<file path="config.mk">
export PLATFORM = sky130hd
export DESIGN_NAME = cflog_writer
export DESIGN_NICKNAME = d
export VERILOG_FILES = /design/src/rtl/cflog_writer.sv
export SDC_FILE = /design/constraint.sdc
export NUM_CORES = 1
export LEC_CHECK = 0
export BUFFER_PORTS_ARGS = -buffer_cell sky130_fd_sc_hd__buf_2
export CAP_MARGIN = 20
export CELL_PAD_IN_SITES_DETAIL_PLACEMENT = 0
export CELL_PAD_IN_SITES_GLOBAL_PLACEMENT = 2
export CORE_AREA = 5 5 117 119
export DETAILED_ROUTE_END_ITERATION = 16
export DIE_AREA = 0 0 122 124
export GPL_TIMING_DRIVEN = 0
export PLACE_DENSITY_LB_ADDON = 0.1
export SETUP_SLACK_MARGIN = 0.3
export SYNTH_ARGS = -nofsm -noshare
export SYNTH_HDL_FRONTEND = slang
export SYNTH_SLANG_ARGS = --single-unit
</file>
<file path="constraint.sdc">
create_clock -name clk -period 6.53 [get_ports clk]
set_clock_uncertainty 0.2 [all_clocks]
set_input_delay 1.306 -clock clk [delete_from_list [all_inputs] [get_ports clk]]
set_output_delay 1.306 -clock clk [all_outputs]
set_load 0.03 [all_outputs]
</file>
<file path="src/rtl/cflog_writer.sv">
// Turns branch events and loop-monitor status into CFLog word writes:
// two-word branch records and three-word loop-counter records.
module cflog_writer #(
  parameter int          ADDR_W    = 8,
  parameter int          LOG_DEPTH = 256,
  parameter int          CTR_SIZE  = 32,
  parameter logic [15:0] CTR_TAG   = 16'hFFFF
) (
  input  logic                clk,
  input  logic                reset,
  input  logic                branch_valid,
  input  logic [15:0]         branch_src,
  input  logic [15:0]         branch_dest,
  input  logic                loop_detect,
  input  logic [CTR_SIZE-1:0] loop_ctr,
  input  logic                log_clear,
  output logic                log_wr_en,
  output logic [ADDR_W-1:0]   log_addr,
  output logic [15:0]         log_wdata,
  output logic [ADDR_W:0]     log_ptr,
  output logic                log_full,
  output logic                overflow
);

  localparam logic [2:0] IDLE   = 3'd0;
  localparam logic [2:0] WR_DST = 3'd1;
  localparam logic [2:0] WR_TAG = 3'd2;
  localparam logic [2:0] WR_CHI = 3'd3;
  localparam logic [2:0] WR_CLO = 3'd4;
  localparam logic [2:0] FULL   = 3'd5;

  localparam logic [ADDR_W+1:0] DEPTH_W = (ADDR_W+2)'(LOG_DEPTH);

  logic [2:0]          state_q, state_d;
  logic [ADDR_W:0]     ptr_q, ptr_d;
  logic                ld_q, ld_d;
  logic [CTR_SIZE-1:0] ctr_hold_q, ctr_hold_d;
  logic                exit_pend_q, exit_pend_d;
  logic                pend_v_q, pend_v_d;
  logic [15:0]         pend_src_q, pend_src_d;
  logic [15:0]         pend_dst_q, pend_dst_d;
  logic                overflow_q, overflow_d;

  logic                wr_en;
  logic [15:0]         wr_data;
  logic [ADDR_W+1:0]   ptr_ext;
  logic                fit2, fit3;
  logic                loop_exit;
  logic                br_take;
  logic                pend_busy;
  logic                exit_busy;

  assign ptr_ext   = {1'b0, ptr_q};
  assign fit2      = (ptr_ext + (ADDR_W+2)'(2)) <= DEPTH_W;
  assign fit3      = (ptr_ext + (ADDR_W+2)'(3)) <= DEPTH_W;
  assign loop_exit = ld_q && !loop_detect;
  // Branches inside an active loop are counted by the loop monitor instead.
  assign br_take   = branch_valid && !loop_detect;
  // A slot being released this cycle can take a new event at the same edge.
  assign pend_busy = pend_v_q && (state_q != WR_DST);
  assign exit_busy = exit_pend_q && (state_q != WR_CLO);

  always_comb begin
    state_d     = state_q;
    ld_d        = loop_detect;
    ctr_hold_d  = ctr_hold_q;
    exit_pend_d = exit_pend_q;
    pend_v_d    = pend_v_q;
    pend_src_d  = pend_src_q;
    pend_dst_d  = pend_dst_q;
    overflow_d  = overflow_q;
    wr_en       = 1'b0;
    wr_data     = 16'h0000;

    case (state_q)
      IDLE: begin
        if (exit_pend_q) begin
          if (fit3) begin
            wr_en   = 1'b1;
            wr_data = CTR_TAG;
            state_d = WR_CHI;
          end else begin
            state_d = FULL;
          end
        end else if (pend_v_q) begin
          if (fit2) begin
            wr_en   = 1'b1;
            wr_data = pend_src_q;
            state_d = WR_DST;
          end else begin
            state_d = FULL;
          end
        end
      end
      // The tag word is emitted from IDLE, so WR_TAG behaves like WR_CHI.
      WR_TAG, WR_CHI: begin
        wr_en   = 1'b1;
        wr_data = ctr_hold_q[31:16];
        state_d = WR_CLO;
      end
      WR_CLO: begin
        wr_en       = 1'b1;
        wr_data     = ctr_hold_q[15:0];
        exit_pend_d = 1'b0;
        state_d     = IDLE;
      end
      WR_DST: begin
        wr_en    = 1'b1;
        wr_data  = pend_dst_q;
        pend_v_d = 1'b0;
        state_d  = IDLE;
      end
      FULL:    state_d = FULL;
      default: state_d = IDLE;
    endcase

    if (loop_detect) ctr_hold_d = loop_ctr;

    if (br_take) begin
      if (pend_busy) begin
        overflow_d = 1'b1;
      end else begin
        pend_v_d   = 1'b1;
        pend_src_d = branch_src;
        pend_dst_d = branch_dest;
      end
    end

    if (loop_exit) begin
      if (exit_busy) overflow_d  = 1'b1;
      else           exit_pend_d = 1'b1;
    end
  end

  assign ptr_d = ptr_q + {{ADDR_W{1'b0}}, wr_en};

  always_ff @(posedge clk) begin
    if (reset || log_clear) begin
      state_q     <= IDLE;
      ptr_q       <= '0;
      ld_q        <= 1'b0;
      ctr_hold_q  <= '0;
      exit_pend_q <= 1'b0;
      pend_v_q    <= 1'b0;
      pend_src_q  <= '0;
      pend_dst_q  <= '0;
      overflow_q  <= reset ? 1'b0 : overflow_q;
    end else begin
      state_q     <= state_d;
      ptr_q       <= ptr_d;
      ld_q        <= ld_d;
      ctr_hold_q  <= ctr_hold_d;
      exit_pend_q <= exit_pend_d;
      pend_v_q    <= pend_v_d;
      pend_src_q  <= pend_src_d;
      pend_dst_q  <= pend_dst_d;
      overflow_q  <= overflow_d;
    end
  end

  assign log_wr_en = wr_en;
  assign log_addr  = ptr_q[ADDR_W-1:0];
  assign log_wdata = wr_data;
  assign log_ptr   = ptr_q;
  assign log_full  = (state_q == FULL);
  assign overflow  = overflow_q;

endmodule

</file>
==> results.json <==
{
  "synthAdderAreaFrac": 0.0156,
  "rsz0062_at_grt": "false",
  "syn-instance-count": 480,
  "cts_tree": "yes",
  "antenna-diode-count": 0,
  "min_period_ns": 4.56,
  "fp.dieW_um": 122,
  "async_flop_share": 0,
  "synth.most_common_cell": "dfxtp_1",
  "multi_input_area_sq_um": 2070,
  "cp.arrival_ns": 3.05,
  "fmax_mhz": 220,
  "ff2ff_setup_slack_ns": 3.14,
  "drtAntennaViolNets": 0,
  "gp_congestion": 0.782,
  "boundaryPins": 105,
  "placementRows": 41,
  "crit_fanout": 12,
  "power_density_nw_per_um2": 227,
  "synth_common_cells": "79 x dfxtp_1, 74 x nand2_1, 59 x a21oi_1",
  "finalSetupTns_ns": 0,
  "ff2ff_path_depth": 12,
  "initialDrtViolationCount": 164,
  "fin_crit_sh": 0.698,
  "clk_pin_slew_ns": 0.06,
  "setup_viol": 0,
  "synth_edf_count": 1,
  "min_to": "pend_src_q[6]",
  "path_cells": "inv_1 -> ha_1 -> a21oi_1 -> nor3_1 -> a2111oi_4 -> a32oi_4 -> buf_6 -> o221ai_2 -> buf_2",
  "post-synth-top-area-cell": "dfxtp_1",
  "max-cap-violations": 0,
  "drive_gt1_frac": 0.265,
  "synthFlopType": "dfxtp_1",
  "ys_warn_count": 0,
  "syn_area_sq_um": 4010,
  "port_buffers": 103,
  "clock_sinks": 80,
  "synthMuxAreaShare": 0.0825,
  "syn-num-nets": 554,
  "yosysTopAreaCellShare": 0.395,
  "holdCritStartpoint": "pend_src_q[6]",
  "dp_hpwl_mm": 9.73,
  "cts_made_buffers": 9,
  "synth.yosys.seq_area_share": 0.402,
  "drcViolationCount": 0,
  "slew_violations": 0,
  "cts.repair.resized": 0,
  "synth-xor-area-share": 0.0216,
  "cts-root-buf": "clkbuf_16",
  "antenna_found_initial": 0,
  "yosys-top-cells-area": "dfxtp_1 39%, mux2i_1 8.2%, a21oi_1 7.4%",
  "core_sq_um": 12500,
  "die_h_um": 124,
  "status": "finished clean",
  "p_leak_uw": 0.00212,
  "syn_area_per_cell_sq_um": 8.34,
  "rr_startpoint": "log_ptr[1]",
  "cp_slowest_stage_delay_ns": 0.58,
  "ys_ff_latch": 80,
  "reg2reg_to": "log_ptr[8]",
  "place_inst": 755,
  "hold_depth": 2,
  "routed_via_density": 4.75,
  "initial_core_util": 0.321,
  "vias": 3662,
  "grt_usage": 0.173,
  "synth_compound_area_frac": 0.211,
  "num-nets-final": 668,
  "grt_pass1_vias": 3694,
  "peakVddDrop_mv": 0.124,
  "insertion_delay_ns": 0.33,
  "startpoint_type": "flop",
  "seq_area_sq_um": 1610,
  "clock_path_buffers": 2,
  "first_pass_iters": 4,
  "h-tree-depth": 3,
  "worst_slew_pin_slew_ns": 0.860,
  "crit_type": "reg -> out",
  "finalNonFillerCells": 771,
  "totalWireLength_mm": 12.6,
  "postCtsHoldBufs": 0,
  "ys_types": 51,
  "synth-simple-area-share": 0.186,
  "synth_top_family_by_area": "compound AO/OA/AOI/OAI gates",
  "wire_per_inst_um": 16.4,
  "slowest_stage": "dfxtp_1",
  "grt_max_degree": 15,
  "cp.required_ns": 5.02,
  "fillers": 1331,
  "grt_pass1_wl_mm": 19.8,
  "cts_setup_buffers": 0,
  "maxSlewHeadroom": 0.427,
  "grt.overflow.total": 0,
  "syn_to_final_growth_pct": 26.2,
  "critPathCaptureType": "primary output",
  "hold_viol": 0,
  "hold_class": "reg -> reg",
  "dieArea_sq_um": 15100
}
==> through the flow <==
step	hold slack, ns	area (sq um)	utilization	total power, uW	worst slack (ns)
global placement	0.244	4740	0.380	615	2.31
CTS	0.257	5050	0.406	1170	1.91
global route	0.273	5050	0.406	1190	1.77
detailed placement	0.248	4740	0.380	616	2.29
floorplan	0.236	4010	-	573	2.46
finish	0.255	5050	0.406	1150	1.97
==> flip-flops by register name, summed over array words and instances, names as in the netlist, 3 cells and up <==
| register | cells |
|---|---|
| state_q | 3 |
| pend_src_q | 16 |
| log_ptr | 9 |
| pend_dst_q | 16 |
| ctr_hold_q | 32 |
==> worst max path at each step <==
| stage | startpoint | to |
|---|---|---|
| global route | log_ptr[1] | log_wdata[3] |
| floorplan | log_ptr[1] | log_wdata[0] |
| CTS | log_ptr[1] | log_wdata[12] |
| global placement | log_ptr[1] | log_wdata[1] |
| finish | log_ptr[1] | log_wdata[12] |
| detailed placement | log_ptr[1] | log_wdata[12] |
==> final cells by class <==
class | count | area share
buffer | 47 | 0.0498
clock inverter | 6 | 0.0178
inverter | 20 | 0.0149
clock buffer | 10 | 0.0453
timing repair buffer | 103 | 0.102
multi-input combinational | 333 | 0.409
tap | 172 | 0.0426
sequential | 80 | 0.319
==> layout by cell type (no fill, tap or decap), types with 2 or more instances in the layout <==
cell and n:
nand3_1 4, inv_6 2, a31oi_1 2, bufinv_16 2, o21ai_0 6, o221ai_1 6
clkbuf_1 24, nand2b_1 8, buf_1 4, nor2_1 56, clkbuf_16 9, buf_6 4
xnor2_1 3, a21oi_1 59, dfxtp_1 79, inv_1 20, a22oi_1 16, buf_4 10
and3_1 2, xor2_1 5, nand4_1 5, and2_1 5, mux2i_1 33, nor2b_1 5
ha_1 5, buf_2 109, nor3_1 4, or3_1 2, o221ai_2 10, nand2_1 74
==> cell families after synthesis <==
group / after synthesis
multiplexers: 33
AO/OA/AOI/OAI: 115
adder cells (fa/ha/maj): 5
XOR/XNOR: 9
buffers and inverters: 67
AND/OR/NAND/NOR: 171
flip-flops: 80
==> metal layers <==
layer	vias up	wire, um	GRT usage
li1	1869	-	-
met1	1690	5900	0.237
met2	89	5860	0.271
met3	14	665	0.0395
met4	0	180	0.0546
met5	-	0	0
==> critical path, delay by kind of cell (launching register included) <==
kind	cells	cell delay, ns
flops	1	0.58
buf+inv	3	0.58
compound gates	4	1.12
simple gates	1	0.13
fa+ha+maj	1	0.31
==> power breakdown <==
| group | internal, uW | switching [uW] |
|---|---|---|
| sequential | 501 | 6.97 |
| clock | 337 | 208 |
| combinational | 38.6 | 57.0 |
| total | 877 | 271 |
Note: power is estimated with default switching activity, not from simulation.
